`src/rtl/lcd_text_ctrl.sv`:
```
// lcd_text_ctrl: character buffer plus HD44780 refresh sequencer.
//
// Writes land in a COLS x ROWS text buffer immediately, with no backpressure.
// Whenever the buffer is dirty and the sequencer is idle, a full refresh pass
// (address byte + COLS characters per row) is sent to the panel. Each pass
// works from a snapshot taken when it starts, so later writes never disturb a
// pass in flight; they only arm the next one.
//
// Build option: define LCD_SCROLL_EN to scroll the text up on row overflow;
// without it, row overflow blanks the whole buffer and homes the cursor.
//
// Ports:
//   clock     system clock, rising edge
//   reset     asynchronous, active-high
//   wr_valid  character write strobe (accepted every cycle)
//   wr_char   character code, 0x20..0x7E printable, 0x0D newline
//   clear     blank buffer and home cursor (wins over wr_valid)
//   busy      high whenever the sequencer is not idle
//   lcd_data  panel data bus
//   lcd_rs    register select (0 command, 1 character)
//   lcd_en    enable strobe
//   lcd_rw    tied low (write only)
//   lcd_on    tied high
//   lcd_blon  tied high
module lcd_text_ctrl #(
  parameter int COLS          = 16,
  parameter int ROWS          = 2,
  parameter int EN_CYCLES     = 16,
  parameter int SETTLE_CYCLES = 262143
) (
  input  logic       clock,
  input  logic       reset,
  input  logic       wr_valid,
  input  logic [7:0] wr_char,
  input  logic       clear,
  output logic       busy,
  output logic [7:0] lcd_data,
  output logic       lcd_rs,
  output logic       lcd_en,
  output logic       lcd_rw,
  output logic       lcd_on,
  output logic       lcd_blon
);

  localparam int NB      = ROWS * COLS * 8;
  localparam int RB      = COLS * 8;
  localparam int CNT_MAX = (EN_CYCLES > SETTLE_CYCLES) ? EN_CYCLES : SETTLE_CYCLES;
  localparam int CNT_W   = $clog2(CNT_MAX + 1);
  localparam logic [NB-1:0] BLANK = {(ROWS * COLS){8'h20}};

  typedef enum logic [2:0] {INIT, IDLE, ADDR, CHAR, STROBE, SETTLE} state_t;

  function automatic logic [7:0] init_cmd(input logic [2:0] idx);
    case (idx)
      3'd0:    return 8'h38;
      3'd1:    return 8'h0C;
      3'd2:    return 8'h01;
      default: return 8'h06;
    endcase
  endfunction

  function automatic logic [7:0] row_addr(input logic [1:0] row);
    case (row)
      2'd0:    return 8'h80;
      2'd1:    return 8'hC0;
      2'd2:    return 8'h94;
      default: return 8'hD4;
    endcase
  endfunction

  function automatic logic [7:0] snap_byte(input logic [NB-1:0] s, input int row, input int col);
    return s[(row * COLS + col) * 8 +: 8];
  endfunction

  logic [NB-1:0]    r_buf;
  logic [NB-1:0]    r_snap;
  logic [1:0]       r_row;
  logic [4:0]       r_col;
  logic             r_dirty;
  state_t           r_state;
  state_t           r_from;
  logic [CNT_W-1:0] r_cnt;
  logic [2:0]       r_init_idx;
  logic [1:0]       r_tx_row;
  logic [4:0]       r_tx_col;
  logic [7:0]       r_data;
  logic             r_rs;
  logic             r_en;
  logic             r_busy;

  logic [NB-1:0]    w_buf;
  logic [1:0]       w_row;
  logic [4:0]       w_col;
  logic             w_touch;
  logic             w_ovf;
  logic             w_start;

  assign w_start = (r_state == IDLE) && r_dirty;

  // Next buffer/cursor from this cycle's write or clear.
  always_comb begin
    w_buf   = r_buf;
    w_row   = r_row;
    w_col   = r_col;
    w_touch = 1'b0;
    w_ovf   = 1'b0;
    if (clear) begin
      w_buf   = BLANK;
      w_row   = 2'd0;
      w_col   = 5'd0;
      w_touch = 1'b1;
    end else if (wr_valid) begin
      if (wr_char >= 8'h20 && wr_char <= 8'h7E) begin
        w_buf[(int'(r_row) * COLS + int'(r_col)) * 8 +: 8] = wr_char;
        w_touch = 1'b1;
        if (r_col == 5'(COLS - 1)) begin
          w_col = 5'd0;
          if (r_row == 2'(ROWS - 1)) w_ovf = 1'b1;
          else                       w_row = r_row + 2'd1;
        end else begin
          w_col = r_col + 5'd1;
        end
      end else if (wr_char == 8'h0D) begin
        w_touch = 1'b1;
        w_col   = 5'd0;
        if (r_row == 2'(ROWS - 1)) w_ovf = 1'b1;
        else                       w_row = r_row + 2'd1;
      end
    end
    // Overflow is applied after the store so a wrapping character is kept
    // when scrolling.
    if (w_ovf) begin
`ifdef LCD_SCROLL_EN
      w_buf = w_buf >> RB;
      w_buf[NB-1 -: RB] = BLANK[RB-1:0];
      w_row = 2'(ROWS - 1);
      w_col = 5'd0;
`else
      w_buf = BLANK;
      w_row = 2'd0;
      w_col = 5'd0;
`endif
    end
  end

  always_ff @(posedge clock or posedge reset) begin
    if (reset) begin
      r_buf <= BLANK;
      r_row <= 2'd0;
      r_col <= 5'd0;
    end else begin
      r_buf <= w_buf;
      r_row <= w_row;
      r_col <= w_col;
    end
  end

  // Snapshot taken on the same edge a pass starts.
  always_ff @(posedge clock) begin
    if (w_start) r_snap <= r_buf;
  end

  // Sequencer. ADDR/CHAR/INIT (with a loaded command) are the byte's cycle 0:
  // data/rs already presented, enable still low.
  always_ff @(posedge clock or posedge reset) begin
    if (reset) begin
      r_state    <= INIT;
      r_from     <= INIT;
      r_cnt      <= '0;
      r_init_idx <= 3'd0;
      r_tx_row   <= 2'd0;
      r_tx_col   <= 5'd0;
      r_data     <= 8'h00;
      r_rs       <= 1'b0;
      r_en       <= 1'b0;
      r_busy     <= 1'b1;
      r_dirty    <= 1'b1;
    end else begin
      case (r_state)
        INIT: begin
          if (r_init_idx == 3'd0) begin
            r_data     <= init_cmd(3'd0);
            r_rs       <= 1'b0;
            r_init_idx <= 3'd1;
          end else begin
            r_en    <= 1'b1;
            r_cnt   <= CNT_W'(1);
            r_from  <= INIT;
            r_state <= STROBE;
          end
        end
        IDLE: begin
          if (r_dirty) begin
            r_dirty  <= 1'b0;
            r_tx_row <= 2'd0;
            r_tx_col <= 5'd0;
            r_data   <= row_addr(2'd0);
            r_rs     <= 1'b0;
            r_busy   <= 1'b1;
            r_state  <= ADDR;
          end
        end
        ADDR, CHAR: begin
          r_en    <= 1'b1;
          r_cnt   <= CNT_W'(1);
          r_from  <= r_state;
          r_state <= STROBE;
        end
        STROBE: begin
          if (r_cnt == CNT_W'(EN_CYCLES)) begin
            r_en    <= 1'b0;
            r_cnt   <= CNT_W'(1);
            r_state <= SETTLE;
          end else begin
            r_cnt <= r_cnt + CNT_W'(1);
          end
        end
        SETTLE: begin
          if (r_cnt != CNT_W'(SETTLE_CYCLES)) begin
            r_cnt <= r_cnt + CNT_W'(1);
          end else begin
            case (r_from)
              INIT: begin
                if (r_init_idx == 3'd4) begin
                  r_busy  <= 1'b0;
                  r_state <= IDLE;
                end else begin
                  r_data     <= init_cmd(r_init_idx);
                  r_init_idx <= r_init_idx + 3'd1;
                  r_state    <= INIT;
                end
              end
              ADDR: begin
                r_data   <= snap_byte(r_snap, int'(r_tx_row), 0);
                r_rs     <= 1'b1;
                r_tx_col <= 5'd0;
                r_state  <= CHAR;
              end
              CHAR: begin
                if (r_tx_col != 5'(COLS - 1)) begin
                  r_data   <= snap_byte(r_snap, int'(r_tx_row), int'(r_tx_col) + 1);
                  r_tx_col <= r_tx_col + 5'd1;
                  r_state  <= CHAR;
                end else if (r_tx_row != 2'(ROWS - 1)) begin
                  r_data   <= row_addr(r_tx_row + 2'd1);
                  r_rs     <= 1'b0;
                  r_tx_row <= r_tx_row + 2'd1;
                  r_state  <= ADDR;
                end else begin
                  r_busy  <= 1'b0;
                  r_state <= IDLE;
                end
              end
              default: begin
                r_busy  <= 1'b0;
                r_state <= IDLE;
              end
            endcase
          end
        end
        default: begin
          r_busy  <= 1'b0;
          r_state <= IDLE;
        end
      endcase
      // A write on the pass-start edge is not in the snapshot, so it re-arms.
      if (w_touch) r_dirty <= 1'b1;
    end
  end

  assign busy     = r_busy;
  assign lcd_data = r_data;
  assign lcd_rs   = r_rs;
  assign lcd_en   = r_en;
  assign lcd_rw   = 1'b0;
  assign lcd_on   = 1'b1;
  assign lcd_blon = 1'b1;

endmodule

```
`config.mk`:
```
export PLATFORM = sky130hd
export DESIGN_NAME = lcd_text_ctrl
export DESIGN_NICKNAME = d
export VERILOG_FILES = /design/src/rtl/lcd_text_ctrl.sv
export SDC_FILE = /design/constraint.sdc
export NUM_CORES = 1
export LEC_CHECK = 0
export BUFFER_PORTS_ARGS = -buffer_cell sky130_fd_sc_hd__buf_2
export CORE_MARGIN = 4
export CORE_UTILIZATION = 45
export DETAILED_ROUTE_END_ITERATION = 12
export GPL_ROUTABILITY_DRIVEN = 1
export PLACE_DENSITY = 0.66
export SETUP_SLACK_MARGIN = 0.02
export SKIP_LAST_GASP = 1
export SLEW_MARGIN = 20
export SYNTH_ARGS = -nofsm -noshare
export SYNTH_HDL_FRONTEND = slang
export SYNTH_SLANG_ARGS = --single-unit
```
`constraint.sdc`:
```
create_clock -name clock -period 24.4 [get_ports clock]
set_input_delay 4.88 -clock clock [delete_from_list [all_inputs] [get_ports clock]]
set_output_delay 4.88 -clock clock [all_outputs]
set_load 0.1 [all_outputs]
```
After elaboration in Yosys (flattened, before gate mapping)
Index checks and enable logic that the tools add are counted.
Widths: inputs -> output; s select.
{ "totals": {"out_inout_bits": 14, "reg_bits": 565, "in_bits": 12, "word_cells": 192} }
{ "op_classes": {"reduce_logical": 31, "n_eq_ne": 41, "n_shift": 4, "magnitude_cmp": 2, "n_addsub": 10, "n_bitwise": 1, "muxes": 88} }
{ "ops": {"columns": ["operator", "n"], "rows": [
  ["$mux 256", 4],
  ["$bwmux 256", 1],
  ["$shift 8x33->256 const A", 1],
  ["$shiftx 256x10->8", 1],
  ["$shiftx 256x11->8", 1],
  ["$shiftx 8x33->256", 1],
  ["$pmux 18 s4", 1],
  ["$mux 18", 3],
  ["$mux 8", 6],
  ["$pmux 8 s3", 2],
  ["$mux 5", 9],
  ["$neg 10->33", 1],
  ["$mux 2", 14],
  ["$mux 3", 9],
  ["$mux 1", 25],
  ["$ne 2x2->1 const B", 11],
  ["$pmux 7 s3", 1],
  ["$reduce_and 7->1", 3],
  ["$pmux 5 s2", 2],
  ["$add 18x1->18 const B", 1],
  ["$eq 18x5->1 const B", 1],
  ["$ne 18x18->1 const B", 1],
  ["$ne 3x3->1 const B", 6],
  ["$pmux 6 s3", 1],
  ["other kinds (41)", 71]
]} }

Longest topological paths before layout
Gate-level depths: netlist of the first run.
{ "depth": {"ltp_word": 8, "ltp_mapped": 15} }

Least setup slack after synthesis of the first run
OpenSTA, ideal clock, no wires.
{ "synth_timing": {"path_type": "reg2reg", "from": "register r_state[1]", "to": "register r_snap[0] (enable)", "path_buffers": 1, "required_time_ns": 23.521, "arrival_time_ns": 11.416, "setup_time_ns": 0.879, "path_slack_ns": 12.105, "path_stages_with_launch": 5, "period_less_slack_ns": 12.295, "path_cell_list": "dfrtp_1 > clkbuf_1 > inv_1 > nand2_1 > nor2_1"} }
{ "synth_via": {"elab_chain_len": 2} }
{ "synth_rtl": {"columns": ["element", "line_no", "text"], "rows": [
  ["start: declaration", "80", "state_t r_state;"],
  ["start signal: assignment", "167", "r_state <= INIT;"],
  ["start signal: assignment", "189", "r_state <= STROBE;"],
  ["start signal: assignment", "200", "r_state <= ADDR;"],
  ["$eq 3x1->1", "98", "assign w_start = (r_state == IDLE) && r_dirty;"],
  ["$logic_and 1x1->1", "98", null],
  ["via w_start", "96", "logic w_start;"],
  ["end signal: assignment", "160", "if (w_start) r_snap <= r_buf;"],
  ["end: declaration", "76", "logic [NB-1:0] r_snap;"]
]} }
The timed path passes the listed nets, and every way through them passes these cells.
A chain may end at the register's enable or synchronous reset.

Worst setup path in the final report of the first run
{ "layout_timing": {"from": "input wr_char[5]", "to": "register r_buf[208]"} }
{ "layout_via": {"elab_chain_len": 7, "elab_cells_between_ends": 17} }
{ "layout_rtl": {"columns": ["element", "line_no", "text"], "rows": [
  ["start: declaration", "34", "input logic [7:0] wr_char,"],
  ["$ge 8x6->1, or another cell as far along", "113", "if (wr_char >= 8'h20 && wr_char <= 8'h7E) begin"],
  ["$logic_and 1x1->1 / $mux 1 (equally long branches)", "113, 123", null],
  ["$mux 1", "113", null],
  ["$mux 1", "112", "end else if (wr_valid) begin"],
  ["$mux 1", "107", "if (clear) begin"],
  ["$reduce_bool 3->1 (no source line)", null, null],
  ["$reduce_and 2->1 (no source line)", null, null],
  ["end signal: assignment", "152", "r_buf <= w_buf;"],
  ["end: declaration", "75", "logic [NB-1:0] r_buf;"]
]} }
Several ways; a longest one is shown, not always the timed one. The select of a mux whose other input is x is not followed.

==> impl_metrics.yaml, run 1 <==
outcome:
  status: "finished, final reports clean"
clock_tree:
  clock-sinks: 565
  cts-resized-gates: 0
  htree_levels: 2
  clock_path_buffers: 3
  cts_hold_buf: 0
  cts-root-buf: "clkbuf_16"
  cts_tree: "built"
  numCtsBuffers: 56
  cts_setup_buffers: 0
  clkSlewWorstSetupHoldPaths_ps: 60
  clk_latency_ps: 610
setup_path:
  path_cells: "buf_2, or4_1, nor4_1, o21a_1, o21a_1, nand3_2, o2bb2ai_1"
  cp_slowest_cell: "o21a_1"
  crit_path_start_kind: "input port"
  criticalPathCategory: "in2reg"
  crit_top_cell: "o21a_1"
  crit_buf_inv: 1
  crit_required_ps: 24890
  critPathTopFamily: "simple AND/OR/NAND/NOR gates"
  cp_max_fo: 20
  regToRegStartpoint: "r_row[0]$_DFFE_PP0P_"
  max_stage_delay_ps: 690
  crit_path_start: "wr_char[5]"
  cp.arrival_ps: 7820
  endpoint_kind: "flop"
grt:
  grt_pass1_vias: 14500
  antenna_found_initial: 4
  grtUsageTotal: 0.218
  grt_overflow: 0
  grt_max_degree: 175
  grt_pass1_wl_um: 93500
pwr:
  leakage_nw: 9.90
  irDropWorstVdd_uv: 48.5
  p_per_area_nw_per_um2: 73.1
yosys:
  synthCells: 1625
  ys_seq_elements: 565
  synth_common_cells: "dfrtp_1, edfxtp_1, o2bb2ai_1"
  synth_area_um2: 23500
  synthArstFlopShare: 0.547
  synth-seq-area-share: 0.659
  ys_top_cells_by_area: "edfxtp_1, dfrtp_1, mux4_2, o2bb2ai_1, dfstp_2"
  yosysWarnings: 0
  ys_types: 86
  avgSynthCellArea_um2: 14.4
  yosysTopAreaCellShare: 0.328
  synth_most_common_cell: "dfrtp_1"
  synth_edf_count: 256
  synth_area_leader_cell: "edfxtp_1"
  synthFlopType: "dfrtp_1"
timing:
  tightest_slew_ps: 1130
  hold_violations: 0
  post-route-period-util: 0.300
  period_minus_slack_ps: 7320
  fmax_mhz: 137
  setup_viol: 0
  clock_skew_ps: 15.6
  timing.setup.tns_ps: 0
  drv_slew: 0
  rsz0062_at_grt: "no"
  slew_headroom: 0.243
min_path:
  min_from: "r_buf[183]$_DFFE_PP0P_"
  hold_path.class: "reg2reg"
placement:
  dpl_cell_area_um2: 24200
  place_inst: 2255
  dp_hpwl_um: 39800
  gp_congestion: 0.929
  portBuffers: 22
floorplanning:
  dieArea_um2: 55800
  initial_core_util: 0.456
  fp-row-count: 83
  coreArea_um2: 51400
  die_y_um: 236
  die_w_um: 236
  io_pins: 26
cells_and_area:
  nNetsFinal: 1668
  fin_area_um2: 26100
  fin_cells: 2366
  drive_gt1_frac: 0.167
  syn_to_final_growth_pct: 11.1
route:
  drt_iter0_markers: 1724
  routed_via_density: 6.22
  via_count: 14700
  route.detailed.drc: 0
  ant_nets: 0
  routed_wl_um: 61300
  wl_per_cell_um: 25.9
  first_pass_iters: 5
run:
  drv_cap: 0
-- cell families after synthesis --
logic type,share of synthesized area
flip-flops,0.659
adder cells (fa/ha/maj),0.0101
buffers and inverters,0.0274
other,0.000320
multiplexers,0.0704
AO/OA/AOI/OAI,0.130
AND/OR/NAND/NOR,0.0942
XOR/XNOR,0.00822
-- cell type report --
type	count	area [um2]
clock inverter	25	221
antenna	1	2.50
timing repair buffer	41	302
multi-input combinational	915	7400
sequential	565	15500
tap	680	851
inverter	58	225
fill	4256	25400
clock buffer	81	1590
-- metal layers --
layer  part of all wire  GRT usage  vias up
met5            0.00078          0        -
met1               0.43      0.324     7601
met2               0.45      0.326      687
met4              0.032     0.0738        6
met3              0.083     0.0420      117
li1                   -          -     6299
-- per-stage QoR --
step                      power [mW]  hold WS [ps]  setup slack [ps]   util
after floorplan                 1.05           417             11030      -
after detailed placement        1.07           423             16150  0.470
after global routing            1.96           445             17000  0.507
final                           1.90           435             17080  0.507
after CTS                       1.92           436             16770  0.505
after global placement          1.07           424             16310  0.470
-- path summary, 6_finish.rpt --
kind	end	slack (ps)	depth (start not counted)
setup / recovery	r_buf[208]$_DFFE_PP0P_	17080	7
max in group asynchronous	r_buf[84]$_DFFE_PP0P_	18790	3
hold / removal	r_snap[183]$_DFFE_PP_	430	0
hold reg to reg	r_snap[183]$_DFFE_PP_	430	0
setup reg to reg	r_buf[128]$_DFFE_PP0P_	19040	12
min in group asynchronous	r_buf[55]$_DFFE_PP0P_	4270	2
-- flip-flops by register name (all words and copies together) (netlist names) --
signal	count
busy	1
lcd_rs	1
r_buf	256
r_col	5
r_init_idx	3
r_from	3
lcd_en	1
r_tx_row	2
r_state	3
r_cnt	18
r_snap	256
r_dirty	1
lcd_data	8
r_row	2
r_tx_col	5
-- power breakdown --
part	total (mW)	internal [mW]	switching (mW)	leakage [nW]
sequential	0.994	0.991	0.00258	6.34
combinational	0.0603	0.0109	0.0493	2.68
clock	0.849	0.484	0.365	0.871
-- layout by cell type, fill, tap and decap left out, types with 8 or more instances in the layout --
master,instances
a2111oi_0,9
a21o_1,13
a21oi_1,38
a22o_1,59
a31oi_1,12
and2_1,45
and3_1,18
buf_2,22
buf_4,14
clkbuf_1,17
clkbuf_16,57
clkinv_2,9
dfrtp_1,274
dfstp_2,34
edfxtp_1,256
ha_1,18
inv_1,57
mux2i_1,13
mux4_2,67
nand2_1,110
nand3_1,34
nand4_1,17
nor2_1,50
nor3_1,33
nor3_2,8
o21ai_0,27
o21ai_1,21
o2bb2ai_1,126
o31ai_1,11
or3_1,17
xnor2_1,8
xor2_1,13
No activity file was read; power rests on OpenSTA's default activity.
==> run 2, diff against run 1 <==
--- a/config.mk
+++ b/config.mk
@@ -10,7 +10,7 @@
 export CORE_UTILIZATION = 45
 export DETAILED_ROUTE_END_ITERATION = 12
 export GPL_ROUTABILITY_DRIVEN = 1
-export PLACE_DENSITY = 0.66
+export PLACE_DENSITY = 0.68
 export SETUP_SLACK_MARGIN = 0.02
 export SKIP_LAST_GASP = 1
 export SLEW_MARGIN = 20
==> constraint.sdc (replaced) <==
create_clock -name clock -period 6.1 [get_ports clock]
set_input_delay 1.22 -clock clock [delete_from_list [all_inputs] [get_ports clock]]
set_output_delay 1.22 -clock clock [all_outputs]
set_load 0.1 [all_outputs]
==> impl_metrics.yaml, run 2 (synthesized netlist as in run 1, its figures left out) <==
outcome:
  status: "finished, final reports clean"
timing:
  setup_viol: 0
  hold_violations: 0
  post-route-period-util: 0.781
  tightest_slew_ps: 1240
  period_minus_slack_ps: 4760
  clock_skew_ps: 21.9
  timing.setup.tns_ps: 0
  fmax_mhz: 210
  slew_headroom: 0.152
  rsz0062_at_grt: "no"
  drv_slew: 0
route:
  routed_via_density: 6.26
  first_pass_iters: 6
  drt_iter0_markers: 1802
  route.detailed.drc: 0
  wl_per_cell_um: 26.4
  top_layer: "met4"
  wl_met2_um: 28200
  via_count: 14800
  drt-met1-wl_um: 26400
  routed_wl_um: 62300
  ant_nets: 0
  routed-wl-met3_um: 5580
grt:
  grt_overflow: 0
  grt_pass1_vias: 14600
  antenna_found_initial: 0
  grtUsageTotal: 0.221
  grt_pass1_wl_um: 94700
  grt_max_degree: 139
floorplanning:
  io_pins: 26
  die_y_um: 236
  coreArea_um2: 51400
  fp-row-count: 83
  initial_core_util: 0.456
  die_w_um: 236
  dieArea_um2: 55800
pwr:
  p_sw_frac: 0.216
  finalPower_mw: 7.82
  power.share.clock: 0.461
  switching_power_mw: 1.69
  p_comb_frac: 0.031
  irDropWorstVdd_uv: 198
  p_per_area_nw_per_um2: 299
  leakage_nw: 9.97
  p_seq_frac: 0.508
  intPower_mw: 6.14
clock_tree:
  cts_setup_buffers: 0
  cts-root-buf: "clkbuf_16"
  cts_tree: "built"
  clock-sinks: 565
  clkSlewWorstSetupHoldPaths_ps: 70
  cts_hold_buf: 0
  numCtsBuffers: 56
  cts-resized-gates: 0
  clock_path_buffers: 3
  clk_latency_ps: 600
  htree_levels: 2
cells_and_area:
  syn_to_final_growth_pct: 11.6
  reg_top3: "r_buf x256, r_snap x256, r_cnt x18"
  drive_gt1_frac: 0.171
  final_cell_mix: "dfrtp_1, edfxtp_1, o2bb2ai_1, nand2_1, mux4_2"
  nNetsFinal: 1669
  utilization: 0.509
  fin_cells: 2364
  final_common_cell: "dfrtp_1"
  num_antenna_cells: 0
  nFillCells: 4219
placement:
  dp_hpwl_um: 41000
  gp_congestion: 1.01
  portBuffers: 22
  place_inst: 2260
min_path:
  hold_path.class: "reg2reg"
setup_path:
  cp.arrival_ps: 5210
  cp_max_fo: 19
  max_stage_delay_ps: 740
  endpoint_kind: "flop"
  path_cells: "inv_1, ha_1, nand3_1, ha_1, nand2b_1, nor2_1, nand3_1, buf_4, or4_1, a21o_1, o2bb2ai_1"
  crit_required_ps: 6550
  cp_slowest_cell: "ha_1"
  critPathTopFamily: "simple AND/OR/NAND/NOR gates"
  crit_path_start_kind: "flop"
  criticalPathCategory: "reg2reg"
  crit_buf_inv: 2
run:
  drv_cap: 0
[run 2: cell types whose count changed in the layout (fill, tap and decap cells not counted), moves of 2 or more]
cell	change
buf_4	+2
clkinv_1	+2
buf_12	+2
clkbuf_1	-10
bufinv_16	+4
clkbuf_8	+3
[run 2: stage by stage]
step | instance area (um2) | hold WS, ps | setup WS, ps
floorplan | 23500 | 417 | 795
global placement | 24200 | 422 | 1560
detailed placement | 24200 | 427 | 1480
CTS | 26200 | 438 | 1450
global route | 26200 | 452 | 1050
finish | 26200 | 438 | 1340
[run 2: final cells by class]
| class | instances | area, um2 | share of cell area |
|---|---|---|---|
| tap | 680 | 851 | 0.0325 |
| inverter | 58 | 221 | 0.00846 |
| multi-input combinational | 915 | 7400 | 0.283 |
| timing repair buffer | 42 | 310 | 0.0119 |
| sequential | 565 | 15500 | 0.591 |
| clock inverter | 30 | 339 | 0.0130 |
| clock buffer | 74 | 1590 | 0.0607 |
[run 2: per-layer routing]
metal,global-route usage,up-vias
met5,0,-
met4,0.0770,0
met3,0.0467,149
met2,0.332,767
met1,0.323,7583
li1,-,6300
[run 2: final timing paths]
path,startpoint,endpoint,slack [ps],cells past startpoint
worst min register to register,r_buf[143]$_DFFE_PP0P_,r_snap[143]$_DFFE_PP_,440,0
max in group asynchronous,reset,r_buf[182]$_DFFE_PP0P_,4020,4
worst max register to register,r_col[0]$_DFFE_PP0P_,r_buf[57]$_DFFE_PP0P_,1340,11
min in group asynchronous,reset,r_buf[47]$_DFFE_PP0P_,790,3
worst min-delay path,r_buf[143]$_DFFE_PP0P_,r_snap[143]$_DFFE_PP_,440,0
worst max-delay path,r_col[0]$_DFFE_PP0P_,r_buf[57]$_DFFE_PP0P_,1340,11
[run 2: worst register-to-register path, delay by kind of cell (launching register included)]
kind                     cells  cell delay, ps
adder cells (fa/ha/maj)      2            1260
flip-flops                   1             570
AO/OA/AOI/OAI                2             540
AND/OR/NAND/NOR              5            1630
buffers and inverters        2             600
[run 2: power groups by stage]
stage	clock, mW	sequential [mW]	combinational (mW)
after global routing	3.80	3.97	0.260
after global placement	0	4.05	0.236
after detailed placement	0	4.05	0.239
after CTS	3.65	3.97	0.239
after floorplan	0	4.04	0.154
final	3.60	3.97	0.243
